[config.mk]
export PLATFORM = sky130hd
export DESIGN_NAME = keyboard_matrix_scanner_flat
export DESIGN_NICKNAME = d
export VERILOG_FILES = /design/src/rtl/kbd_pkg.sv /design/src/rtl/keyboard_matrix_scanner_if.sv /design/src/rtl/kbd_event_fifo.sv /design/src/rtl/keyboard_matrix_scanner.sv /design/src/flat_wrapper.sv
export SDC_FILE = /design/constraint.sdc
export NUM_CORES = 1
export LEC_CHECK = 0
export ABC_AREA = 1
export CAP_MARGIN = 10
export CORE_ASPECT_RATIO = 0.8
export CORE_MARGIN = 2
export CORE_UTILIZATION = 53
export DETAILED_ROUTE_END_ITERATION = 8
export PLACE_DENSITY_LB_ADDON = 0.2
export SLEW_MARGIN = 40
export SYNTH_ARGS = -nofsm -noshare
export SYNTH_HDL_FRONTEND = slang
export SYNTH_HIERARCHICAL = 1
export SYNTH_SLANG_ARGS = --single-unit
export TNS_END_PERCENT = 50
[constraint.sdc]
create_clock -name bus_clk -period 5.6 [get_ports bus_clk]
set_input_delay 0.84 -clock bus_clk [delete_from_list [all_inputs] [get_ports bus_clk]]
set_output_delay 0.84 -clock bus_clk [all_outputs]
set_load 0.02 [all_outputs]
[src/rtl/kbd_pkg.sv]
// kbd_pkg: scancode layout and scanner FSM encoding shared by the keyboard scanner
package kbd_pkg;
  localparam int KBD_FIELD_W = 3;
  localparam int KBD_EVENT_W = 7;
  localparam int KBD_PRESSED_BIT = 6;
  localparam int KBD_ROW_LSB = 3;
  localparam int KBD_COL_LSB = 0;
  typedef enum logic [2:0] {IDLE, DRIVE, SAMPLE, EMIT, NEXT} kbd_state_e;
  function automatic logic [KBD_EVENT_W-1:0] kbd_event(input logic pressed,
      input logic [KBD_FIELD_W-1:0] row, input logic [KBD_FIELD_W-1:0] col);
    logic [KBD_EVENT_W-1:0] e;
    e = '0;
    e[KBD_PRESSED_BIT] = pressed;
    e[KBD_ROW_LSB +: KBD_FIELD_W] = row;
    e[KBD_COL_LSB +: KBD_FIELD_W] = col;
    return e;
  endfunction
endpackage

[src/rtl/keyboard_matrix_scanner_if.sv]
// keyboard_matrix_scanner_if: scancode event stream with valid/ready handshake
interface keyboard_matrix_scanner_if;
  import kbd_pkg::*;
  logic event_valid_o;
  logic [KBD_EVENT_W-1:0] event_data_o;
  logic event_ready_i;
  modport master(output event_valid_o, output event_data_o, input event_ready_i);
  modport slave(input event_valid_o, input event_data_o, output event_ready_i);
endinterface

[src/rtl/kbd_event_fifo.sv]
// kbd_event_fifo: first-word fall-through sync FIFO; a full FIFO refuses pushes even when popped
module kbd_event_fifo #(
  parameter int W = 7,
  parameter int DEPTH = 4
) (
  input  logic         bus_clk,
  input  logic         bus_reset_n,
  input  logic         push,
  input  logic [W-1:0] data,
  output logic         full,
  input  logic         pop,
  output logic         valid,
  output logic [W-1:0] head
);
  localparam int AW = DEPTH > 1 ? $clog2(DEPTH) : 1;
  localparam int CW = $clog2(DEPTH + 1);
  logic [W-1:0] mem [DEPTH];
  logic [AW-1:0] wr, rd;
  logic [CW-1:0] count;
  logic do_push, do_pop;
  assign full = count == CW'(DEPTH);
  assign valid = count != '0;
  assign head = mem[rd];
  assign do_push = push && !full;
  assign do_pop = pop && valid;
  always_ff @(posedge bus_clk)
    if (do_push) mem[wr] <= data;
  always_ff @(posedge bus_clk or negedge bus_reset_n)
    if (!bus_reset_n) begin
      wr <= '0;
      rd <= '0;
      count <= '0;
    end else begin
      wr <= do_push ? wr + 1'b1 : wr;
      rd <= do_pop ? rd + 1'b1 : rd;
      count <= count + CW'(do_push) - CW'(do_pop);
    end
endmodule

[src/rtl/keyboard_matrix_scanner.sv]
// keyboard_matrix_scanner: row-strobed membrane scanner with per-key debounce and event queue
module keyboard_matrix_scanner
  import kbd_pkg::*;
#(
  parameter int ROWS = 8,
  parameter int COLS = 7,
  parameter int SETTLE_CYCLES = 16,
  parameter int DEBOUNCE_SCANS = 2,
  parameter int FIFO_DEPTH = 4
) (
  input  logic                     bus_clk,
  input  logic                     bus_reset_n,
  input  logic                     scan_enable_i,
  input  logic [COLS-1:0]          keyb_col_i,
  output logic [ROWS-1:0]          keyb_rows_o,
  keyboard_matrix_scanner_if.master evt,
  output logic [ROWS*COLS-1:0]     key_state_o,
  output logic                     any_key_o,
  output logic                     scan_done_o
);
  localparam int KEYS = ROWS * COLS;
  localparam int RW = ROWS > 1 ? $clog2(ROWS) : 1;
  localparam int CLW = COLS > 1 ? $clog2(COLS) : 1;
  localparam int KW = KEYS > 1 ? $clog2(KEYS) : 1;
  localparam int SW = $clog2(SETTLE_CYCLES);
  localparam int DW = $clog2(DEBOUNCE_SCANS + 1);
  kbd_state_e state, state_n;
  logic [COLS-1:0] col_meta, col_sync, sample;
  logic [RW-1:0] row;
  logic [CLW-1:0] col;
  logic [SW-1:0] settle;
  logic [DW-1:0] deb [KEYS];
  logic [KEYS-1:0] key_state;
  logic [KW-1:0] idx;
  logic diff, due, push, full;
  assign idx = KW'(row) * KW'(COLS) + KW'(col);
  assign diff = sample[col] != key_state[idx];
  assign due = diff && deb[idx] == DW'(DEBOUNCE_SCANS - 1);
  assign push = state == EMIT && due && !full;
  assign key_state_o = key_state;
  assign any_key_o = |key_state;
  always_ff @(posedge bus_clk or negedge bus_reset_n)
    if (!bus_reset_n) state <= IDLE;
    else state <= state_n;
  always_comb begin
    state_n = state;
    case (state)
      IDLE:   state_n = scan_enable_i ? DRIVE : IDLE;
      DRIVE:  state_n = settle == SW'(SETTLE_CYCLES - 1) ? SAMPLE : DRIVE;
      SAMPLE: state_n = EMIT;
      EMIT:   state_n = col == CLW'(COLS - 1) ? NEXT : EMIT;
      NEXT:   state_n = scan_enable_i ? DRIVE : IDLE;
      default: state_n = IDLE;
    endcase
    keyb_rows_o = (state == DRIVE || state == SAMPLE) ? ~(ROWS'(1) << row) : '1;
    scan_done_o = state == NEXT && row == RW'(ROWS - 1);
  end
  // Columns idle high through the synchronizer so reset never looks like a press.
  always_ff @(posedge bus_clk or negedge bus_reset_n)
    if (!bus_reset_n) begin
      col_meta <= '1;
      col_sync <= '1;
      sample <= '0;
      row <= '0;
      col <= '0;
      settle <= '0;
      key_state <= '0;
      for (int i = 0; i < KEYS; i++) deb[i] <= '0;
    end else begin
      col_meta <= keyb_col_i;
      col_sync <= col_meta;
      settle <= state == DRIVE ? settle + 1'b1 : '0;
      col <= state == EMIT ? col + 1'b1 : '0;
      if (state == SAMPLE) sample <= ~col_sync;
      if (state == NEXT) row <= row == RW'(ROWS - 1) ? '0 : row + 1'b1;
      // A due change blocked by a full queue keeps its count and retries next scan.
      if (state == EMIT) begin
        if (!diff) deb[idx] <= '0;
        else if (!due) deb[idx] <= deb[idx] + 1'b1;
        else if (!full) begin
          deb[idx] <= '0;
          key_state[idx] <= sample[col];
        end
      end
    end
  kbd_event_fifo #(.W(KBD_EVENT_W), .DEPTH(FIFO_DEPTH)) u_fifo (
    .bus_clk(bus_clk),
    .bus_reset_n(bus_reset_n),
    .push(push),
    .data(kbd_event(sample[col], KBD_FIELD_W'(row), KBD_FIELD_W'(col))),
    .full(full),
    .pop(evt.event_ready_i),
    .valid(evt.event_valid_o),
    .head(evt.event_data_o)
  );
endmodule
[src/flat_wrapper.sv]
// flat-port wrapper written by rule: the top's interface ports become plain ports
module keyboard_matrix_scanner_flat import kbd_pkg::*;
#(
  parameter int ROWS = 8,
  parameter int COLS = 7,
  parameter int SETTLE_CYCLES = 16,
  parameter int DEBOUNCE_SCANS = 2,
  parameter int FIFO_DEPTH = 4
)
  (bus_clk, bus_reset_n, scan_enable_i, keyb_col_i, keyb_rows_o, key_state_o, any_key_o, scan_done_o, evt_event_valid_o, evt_event_data_o, evt_event_ready_i);
  keyboard_matrix_scanner_if evt_i ();
  input  logic bus_clk;
  input  logic bus_reset_n;
  input  logic scan_enable_i;
  input  logic [COLS-1:0] keyb_col_i;
  output logic [ROWS-1:0] keyb_rows_o;
  output logic [ROWS*COLS-1:0] key_state_o;
  output logic any_key_o;
  output logic scan_done_o;
  output wire logic [$bits(evt_i.event_valid_o)-1:0] evt_event_valid_o;
  output wire logic [$bits(evt_i.event_data_o)-1:0] evt_event_data_o;
  input wire logic [$bits(evt_i.event_ready_i)-1:0] evt_event_ready_i;
  assign evt_event_valid_o = evt_i.event_valid_o;
  assign evt_event_data_o = evt_i.event_data_o;
  assign evt_i.event_ready_i = evt_event_ready_i;
  keyboard_matrix_scanner #(.ROWS(ROWS), .COLS(COLS), .SETTLE_CYCLES(SETTLE_CYCLES), .DEBOUNCE_SCANS(DEBOUNCE_SCANS), .FIFO_DEPTH(FIFO_DEPTH)) u_core (.bus_clk(bus_clk), .bus_reset_n(bus_reset_n), .scan_enable_i(scan_enable_i), .keyb_col_i(keyb_col_i), .keyb_rows_o(keyb_rows_o), .evt(evt_i), .key_state_o(key_state_o), .any_key_o(any_key_o), .scan_done_o(scan_done_o));
endmodule
## After elaboration in Yosys (flattened, before gate mapping)

Memories as Yosys holds them, arrays and structs flattened.
Index checks and enable logic that the tools add are counted.

| storage, ports and cells | value |
|---|---|
| memories kept | 1 |
| bits of input ports | 11 |
| output and inout port bits | 74 |
| word-level logic and storage cells | 143 |
| memory bits (writable) | 28 |
| flip-flop bits (word level) | 209 |

Memories:

| name | words | width | rd ports | clocked after Yosys merged registers in | wr ports | RTL line | text |
|---|---|---|---|---|---|---|---|
| u_core.u_fifo.mem | 4 | 7 | 1 | 0 | 1 | kbd_event_fifo.sv:17 | `logic [W-1:0] mem [DEPTH];` |

| cells by class | value |
|---|---|
| muxes and demuxes | 26 |
| magnitude comparators | 5 |
| shift operators | 1 |
| bitwise gates (word level) | 6 |
| multipliers | 1 |
| eq/ne operators | 11 |
| add/sub/neg operators | 9 |
| reduce and logical (&&, ||, !) cells | 16 |

Operators with widths:

| operator | number |
|---|---|
| $mux 112 | 3 |
| $and 112x112->112 | 1 |
| $bwmux 112 | 1 |
| $not 112->112 | 1 |
| $bwmux 56 | 1 |
| $reduce_or 56->1 | 1 |
| $bmux 2 s6 | 1 |
| $demux 2 s6 | 1 |
| $eq 3x3->1 const B | 4 |
| $pmux 3 s4 | 1 |
| $mux 3 | 3 |
| $logic_and 1x1->1 | 8 |
| $mux 2 | 4 |
| $mux 8 | 1 |
| $not 8->8 | 1 |
| $shl 1x3->8 const A | 1 |
| $ge 7x7->1 const B | 1 |
| $lt 6x7->1 const B | 1 |
| $lt 7x1->1 const B | 1 |
| $not 6->7 | 1 |
| $not 7->7 | 1 |
| $add 2x1->2 const B | 3 |
| $add 3x1->3 const B | 2 |
| $add 6x3->6 | 1 |
| 25 further kinds | 31 |

## Longest topological paths before layout

Gate-level depths: netlist of the first run.

| depth | value |
|---|---|
| depth in word-level cells | 13 |
| depth in mapped cells | 32 |
| mapped depth without buffers | 29 |

## By module

The synthesis of the first run kept the hierarchy.

By module, submodules not included:

| module | area each (sq um) | cells an instance | instances | seq. area each (sq um) |
|---|---|---|---|---|
| keyboard_matrix_scanner | 10287.4 | 1336 | 1 | 5072.4 |
| kbd_event_fifo | 1550.2 | 147 | 1 | 1016.0 |

## Least setup slack after synthesis of the first run

OpenSTA, ideal clock, no wires.

| timing path | value |
|---|---|
| kind | register -> register |
| start | register u_core.row[2] |
| end | register u_core.u_fifo.count[2] |
| path buffers | 4 |
| clock period less this slack | 5572 ps |
| stages on the path, launching flop included | 29 |
| slack | 28 ps |
| setup time | 117 ps |
| data required time | 5483 ps |
| data arrival time | 5455 ps |
| path through | dfrtp_1 -> fa_1 -> inv_1 -> fa_1 -> inv_1 -> fa_1 -> buf_4 -> nor2_4 -> nand2_1 -> clkbuf_1 -> inv_1 -> a221oi_1 -> nand4_1 -> a21oi_1 -> nand2_1 -> nor2_1 -> ha_1 -> nand3_1 -> nor3_2 -> buf_4 -> buf_4 -> nand2_2 -> ha_1 -> inv_1 -> ha_1 -> inv_1 -> fa_1 -> nand3_1 -> nand2_1 |

| between the ends | value |
|---|---|
| cells in the longest elaborated chain, start to end | 13 |
| elaborated cells between the ends (all ways) | 16 |
| classes of those cells | add/sub (3); mul (1); eq/ne (2); mux (5); bitwise (1); reduce/logical (4) |

Ends and longest elaborated chain:

| element | RTL line | text |
|---|---|---|
| from (decl) | keyboard_matrix_scanner.sv:29 | `logic [RW-1:0] row;` |
| from (signal assigned) | keyboard_matrix_scanner.sv:75 | `if (state == NEXT) row <= row == RW'(ROWS - 1) ? '0 : row + 1'b1;` |
| $mul 3x3->6 * | keyboard_matrix_scanner.sv:36 | `assign idx = KW'(row) * KW'(COLS) + KW'(col);` |
| $add 6x3->6 * | keyboard_matrix_scanner.sv:36 |  |
| $not 6->7 (implied by the code) | keyboard_matrix_scanner.sv:38 | `assign due = diff && deb[idx] == DW'(DEBOUNCE_SCANS - 1);` |
| $bmux 2 s6 | keyboard_matrix_scanner.sv:38 |  |
| $mux 2 (implied by the code) (2 in series) | keyboard_matrix_scanner.sv:38 |  |
| $eq 2x1->1 | keyboard_matrix_scanner.sv:38 |  |
| $logic_and 1x1->1 * | keyboard_matrix_scanner.sv:38 |  |
| $logic_and 1x1->1 * (2 in series) | keyboard_matrix_scanner.sv:39 | `assign push = state == EMIT && due && !full;` |
| net u_core.push | keyboard_matrix_scanner.sv:35 | `logic diff, due, push, full;` |
| $logic_and 1x1->1 * | kbd_event_fifo.sv:24 | `assign do_push = push && !full;` |
| $add 3x1->3 * | kbd_event_fifo.sv:36 | `count <= count + CW'(do_push) - CW'(do_pop);` |
| $sub 3x1->3 * | kbd_event_fifo.sv:36 |  |
| to (signal assigned) | kbd_event_fifo.sv:36 |  |
| to (decl) | kbd_event_fifo.sv:19 | `logic [CW-1:0] count;` |

Mark *: on every way through the listed nets, which the timed path passes. The rest lies on a longest branch. The select of a mux whose other input is x is not followed.
A chain may end at the register's enable or synchronous reset.

## Worst setup path after layout of the first run

| timing path | value |
|---|---|
| start | register u_core.row[0] |
| end | register u_core.u_fifo.count[2] |

| between the ends | value |
|---|---|
| cells in the longest elaborated chain, start to end | 13 |
| elaborated cells between the ends (all ways) | 16 |
| classes of those cells | add/sub (3); mul (1); eq/ne (2); mux (5); bitwise (1); reduce/logical (4) |

Ends and longest elaborated chain:

| element | RTL line |
|---|---|
| $mul 3x3->6 * | keyboard_matrix_scanner.sv:36 |
| $add 6x3->6 * | keyboard_matrix_scanner.sv:36 |
| $not 6->7 (implied by the code) | keyboard_matrix_scanner.sv:38 |
| $bmux 2 s6 | keyboard_matrix_scanner.sv:38 |
| $mux 2 (implied by the code) (2 in series) | keyboard_matrix_scanner.sv:38 |
| $eq 2x1->1 | keyboard_matrix_scanner.sv:38 |
| $logic_and 1x1->1 * | keyboard_matrix_scanner.sv:38 |
| $logic_and 1x1->1 * (2 in series) | keyboard_matrix_scanner.sv:39 |
| $logic_and 1x1->1 * | kbd_event_fifo.sv:24 |
| $add 3x1->3 * | kbd_event_fifo.sv:36 |
| $sub 3x1->3 * | kbd_event_fifo.sv:36 |

Every way passes the cells marked *; elsewhere a longest branch is shown, timed or not. The select of a mux whose other input is x is not followed.

==> results of run 1 <==
-- timing repair --
item,in CTS,in global routing
cloned,0,0
setup buffers,0,11
endpoints found under the setup margin,2,33
pin swaps,0,10
resized for setup,1,18
-- routing by layer --
layer | global-route usage, % | share of wire (%)
met3 | 6.665 | 11
met2 | 41.20 | 41
met1 | 47.44 | 46
met4 | 5.650 | 1.8
met5 | 0 | 0
-- state kept, by name (all words and copies together), names as in the netlist --
name and count:
u_core/col 3, u_core/col_meta 7, u_core/col_sync 7, u_core/deb 112, u_core/key_state_o 56, u_core/row 3, u_core/sample 7, u_core/settle 4
u_core/state 3, u_core/u_fifo/count 3, u_core/u_fifo/mem 28, u_core/u_fifo/rd 2, u_core/u_fifo/wr 2
-- layout make-up --
class	instances	area [um^2]	share of cell area (%)
clock buffer	35	788.3	5.606
clock inverter	10	63.81	0.4538
inverter	82	315.3	2.242
multi-input combinational	1101	5167	36.75
sequential	237	6088	43.30
tap	300	375.4	2.670
timing repair buffer	132	1262	8.978
-- worst min path at each step --
stage,endpoint,depth (start not counted)
3_5_place_dp,u_core/col_sync[1],0
5_1_grt,u_core/u_fifo/rd[0],1
6_report,u_core/u_fifo/rd[0],1
2_1_floorplan,u_core/col_sync[0],0
4_1_cts,u_core/col_sync[0],0
3_3_place_gp,u_core/col_sync[1],0
-- cell usage in the layout (no fill, tap or decap), types with 3 or more instances in the layout --
master / count
nand3_1: 164
o22ai_1: 4
nand2_1: 494
clkbuf_8: 4
o21ai_1: 49
buf_4: 42
fa_1: 4
clkinv_2: 6
nand2_2: 6
nand4_1: 13
clkinvlp_4: 3
edfxtp_1: 28
nor2_1: 153
ha_1: 23
a221oi_1: 5
nor2_2: 3
inv_2: 5
a22oi_1: 7
clkdlybuf4s50_1: 83
a21oi_1: 5
nor2_4: 4
dfrtp_1: 195
clkbuf_16: 29
nor4_1: 13
inv_1: 75
o21ai_0: 131
dfstp_2: 14
buf_6: 3
-- where the power goes --
part           switching [uW]  total, uW  internal (uW)
logic                    1140       1590            450
clock network             694       1680            988
registers                82.6       1930           1840
total                    1910       5200           3280
-- worst max-delay path, cell delays in order (launching register included) --
cell and delay, ns:
dfrtp_1 0.40, fa_1 0.55, inv_1 0.06, fa_1 0.50, inv_1 0.06, fa_2 0.63, nor2_4 0.08, nand2_2 0.13
clkinvlp_4 0.17, o2bb2ai_1 0.16, a221oi_1 0.21, nand4_1 0.14, a21oi_2 0.20, nand2_1 0.08, nor2_2 0.14, ha_2 0.22
nand3_2 0.10, nor3_4 0.25, nand2_4 0.09, ha_1 0.30, inv_1 0.06, ha_1 0.13, inv_1 0.05, fa_1 0.38
nand3_1 0.09, nand2_1 0.05
-- logic make-up (layout without fill, tap and decap cells) --
logic type | after synthesis | after routing | share of synthesized area, %
AND/OR/NAND/NOR | 859 | 859 | 30.02
flip-flops | 237 | 237 | 51.43
AO/OA/AOI/OAI | 210 | 210 | 9.481
buffers and inverters | 145 | 259 | 5.433
adder cells (fa/ha/maj) | 30 | 30 | 3.488
XOR/XNOR | 2 | 2 | 0.1480
-- per-stage QoR --
stage           TNS [ns]  instances  total power, uW  area (um^2)  utilization, %
2_1_floorplan          0       1483             2951        11840               -
3_3_place_gp   -0.006442       1840             3461        13030           59.93
3_5_place_dp    -0.03779       1840             3481        13030           59.94
4_1_cts                0       1885             5166        13890           63.89
5_1_grt        -0.001594       1897             5452        14060           64.68
6_report               0       1897             5197        14060           64.68
-- cell usage after synthesis (all sizes together) --
cell	number	area, um^2
o2bb2ai	1	8.760
a21oi	6	30.03
nor2	160	625.6
a22o	2	17.52
dfrtp	195	4880
dfstp	14	367.9
o22ai	4	25.02
xnor2	2	17.52
clkbuf	26	97.59
a22oi	7	52.55
nand3b	1	7.510
nand2	502	1894
nand4	13	81.33
nor3	4	30.03
buf	37	237.7
a221oi	6	52.55
o21bai	2	18.77
o211ai	1	7.510
a41oi	1	8.760
ha	25	312.8
nor4	13	81.33
edfxtp	28	840.8
nand3	165	825.8
inv	82	307.8
or4	1	7.510
o21ai	180	900.9
fa	5	100.1
==> flow_summary.yaml, run 1 <==
outcome:
  outcome: "finished, final reports clean"
global_routing:
  overflow: 0
  grt_start_max_net_pins: 115
  grt_pass1_wl_mm: 54.30
  grt_usage_pct: 29.73
  antenna_found_initial: 0
  grt_pass1_vias: 9650
detailed_routing:
  drtAntennaViolNets: 0
  via_per_inst: 5.650
  first_pass_iters: 6
  vias: 10720
  drt_iter0_markers: 1697
  drc_errors: 0
  wl_mm: 34.74
  wire_per_inst_um: 18.31
placed_design:
  post-place-ws_ns: -0.02331
  gp_congestion: 0.9685
  io_buffer_count: 84
  dp_hpwl_mm: 23.94
critical_path:
  critPathRequiredTime_ns: 6.01
  critPathLaunchType: "register"
  crit_start: "u_core/row[0]"
  r2r-start: "u_core/row[0]"
  path_max_fanout: 6
  r2r_cells: 25
  rrSetupSlack_ns: 0.26
  cp-endpoint: "u_core/u_fifo/count[2]"
  rr_endpoint: "u_core/u_fifo/count[2]"
  critPathKind: "reg2reg"
  worstSetupEndpointType: "register"
  arrival_ns: 5.75
finish:
  nFillCells: 1901
  drive_above_1_share_pct: 8.579
  diodes: 0
  nets: 1620
  syn2layout_area_growth_pct: 18.78
floorplan:
  die_y_um: 137.7
  rows: 48
  ioPinCount: 85
  die_width_um: 171.1
  core_mm2: 0.02174
  start_util_pct: 54.45
  die_area_mm2: 0.02355
clock_tree:
  cts_buffer_depth: 3
  root_buffer: "clkbuf_16"
  cts_buffers: 25
  holdBufCountCts: 0
  cts_tree: "yes"
  clock_sinks: 237
  path_clk_slew_ns: 0.06
  htreeDepth: 1
  clk-insertion-delay-late_ns: 0.52
sta:
  hold_violations: 0
  relSlewSlack_pct: 51.03
  setup_viol: 0
  fin_crit_sh_pct: 95.41
  setup_ws_ns: 0.2573
  drv_slew: 0
  worst_hold_slack_ns: 0.1770
  max_freq_ghz: 0.1872
  tightestPinTransition_ns: 0.7345
  finClkSkew_ns: 0.01542
  period_needed_ns: 5.343
power:
  power.density_mw_per_mm2: 369.6
  ir_worst_vdd_mv: 0.2668
  p_leak_uw: 0.006331
synth:
  ys_types: 37
  syn_avg_cell_area_um2: 7.982
  ys_seq_area_share_pct: 51.43
  synth_seq_cells: 237
  syn_inst: 1483
  syn_nets: 1524
  yosysWarnings: 6
  synth_area_mm2: 0.01184
min_path:
  hp-class: "in2async"
job:
  drv_cap: 0
(Power assumes the default switching activity.)
==> run 2, diff against run 1 <==
Settings changed: CAP_MARGIN 10 to 20, CORE_UTILIZATION 53 to 59.
Clock period 5.6 ns to 6.1 ns, I/O delays scaled along.
==> run 2 against run 1 <==
Net effect:
- clock power decreased by 5%
- clock skew grew 0.0048 ns
- combinational power decreased by 10%
- maximum frequency shrank 5.7%
- wire length is 2.4% lower
- cell count fell by 2.7%
- critical path depth grew 1
- total power fell by 7.8%
- highest routed layer unchanged
- first-iteration DRC count decreased by 2.7%
- global-route usage rose by 2.7 points
==> flow_summary.yaml, run 2 (synthesis results as in run 1) <==
clock_tree:
  root_buffer: "clkbuf_16"
  clock_sinks: 237
  path_clk_slew_ns: 0.06
  post-cts-setup-buffers: 0
  clk-insertion-delay-late_ns: 0.53
  cts_buffer_depth: 3
  htreeDepth: 1
  cts_tree: "yes"
  cts_buffers: 24
finish:
  final_cell_mix: "nand2_1 (497), dfrtp_1 (195), nand3_1 (165)"
  utilization_pct: 70.21
  multiInputGateArea_mm2: 0.005120
  final_common_cell: "nand2_1"
  regArea_mm2: 0.006088
  nFillCells: 1567
  top_register: "u_core/deb"
  final_cell_area_mm2: 0.01386
  syn2layout_area_growth_pct: 17.08
  largest_register_ffs: 112
  nets: 1605
  diodes: 0
  drive_above_1_share_pct: 6.764
placed_design:
  io_buffer_count: 84
  dp_hpwl_mm: 23.36
  place_area_mm2: 0.01298
  gp_congestion: 1.042
floorplan:
  die_area_mm2: 0.02122
  start_util_pct: 59.96
  die_y_um: 130.7
  die_width_um: 162.4
  ioPinCount: 85
  core_mm2: 0.01974
  rows: 46
global_routing:
  grt_start_max_net_pins: 117
  antenna_found_initial: 0
  overflow: 0
  grt_pass1_wl_mm: 53.56
  grt_usage_pct: 32.40
  grt_pass1_vias: 9632
outcome:
  outcome: "finished, final reports clean"
critical_path:
  worstSetupEndpointType: "register"
  critPathLaunchType: "register"
  path_max_fanout: 9
  arrival_ns: 6.08
  crit_family: "adder cells"
  worst-path-buf-inv: 5
  cp_slowest_cell: "fa_2"
  critPathRequiredTime_ns: 6.52
  critPathKind: "reg2reg"
  cp_common_cell: "inv_1"
  critical-path-max-stage-delay_ns: 0.75
sta:
  max_freq_ghz: 0.1765
  drv_slew: 0
  rsz0062_at_grt: "no"
  setup_viol: 0
  tns_ns: 0
  worst_hold_slack_ns: 0.3332
  period_needed_ns: 5.666
  hold_violations: 0
  tightestPinTransition_ns: 0.8812
  relSlewSlack_pct: 40.94
  fin_crit_sh_pct: 92.89
  finClkSkew_ns: 0.02017
power:
  power_uw: 4793
  p_leak_uw: 0.006266
  ir_worst_vdd_mv: 0.3583
  power.density_mw_per_mm2: 345.8
detailed_routing:
  drtAntennaViolNets: 0
  first_pass_iters: 6
  via_per_inst: 5.907
  drc_errors: 0
  wl_mm: 33.92
  wire_per_inst_um: 18.38
  drt_iter0_markers: 1652
  vias: 10900
job:
  drv_cap: 0
min_path:
  hp-class: "in2async"
==> run 2: changes by cell type in the layout (fill, tap and decap cells not counted), moves of 3 or more <==
cell / delta
clkbuf_1: +3
buf_4: -12
clkinv_2: -4
nand2_1: +3
clkinvlp_4: -3
inv_1: +3
bufinv_16: +4
clkbuf_16: -3
==> run 2: worst paths after layout <==
path                                    start                      to  slack (ns)  cells after the start
setup / recovery                u_core/row[0]  u_core/u_fifo/count[2]        0.43                     26
hold / removal                    bus_reset_n     u_core/u_fifo/rd[1]        0.33                      1
setup reg to reg                u_core/row[0]  u_core/u_fifo/count[2]        0.43                     26
hold reg to reg            u_core/col_meta[2]      u_core/col_sync[2]        0.35                      0
max in group asynchronous         bus_reset_n          u_core/deb[59]        4.74                      2
min in group bus_clk       u_core/col_meta[2]      u_core/col_sync[2]        0.35                      0
==> run 2: cell type report <==
cell class | instances | share of cell area, %
sequential | 237 | 43.93
multi-input combinational | 1101 | 36.94
timing repair buffer | 118 | 8.251
clock buffer | 36 | 5.245
tap | 264 | 2.383
inverter | 82 | 2.221
clock inverter | 8 | 1.029
==> run 2: through the flow <==
stage	setup WS, ns	std cells
after floorplan	0.5282	1483
after global placement	0.6040	1802
after detailed placement	0.3803	1802
after CTS	0.3603	1846
after global routing	0.09377	1846
final	0.4336	1846
==> run 2: repair_timing <==
action | in CTS | in global routing
hold buffers | 0 | 0
setup endpoints to repair | 0 | 1
resized for setup | 0 | 1
==> run 2: worst register-to-register path, delay by kind of cell (launching register included) <==
kind	cells	cell delay [ns]
AO/OA/AOI/OAI	2	0.30
adder cells (fa/ha/maj)	7	2.85
buffers and inverters	5	0.42
flip-flops	1	0.49
AND/OR/NAND/NOR	12	1.49
==> run 2: report_power, final <==
group	internal [uW]	switching, uW
Clock	991	602
Sequential	1690	76.4
Combinational	399	1030
Total	3080	1710
==> run 2: metal layers <==
metal	global-route usage [%]	share of wire (%)	vias up
met3	9.059	14	69
li1	-	-	5046
met1	50.97	44	5096
met5	0	0	-
met2	44.83	40	693
met4	6.559	1.9	0
==> run 3, diff against run 2 <==
Settings changed: ABC_CLOCK_PERIOD_IN_PS from default to 6100.
==> results of run 3 <==
Final layout, timing and power as in run 2 (identical DEF).
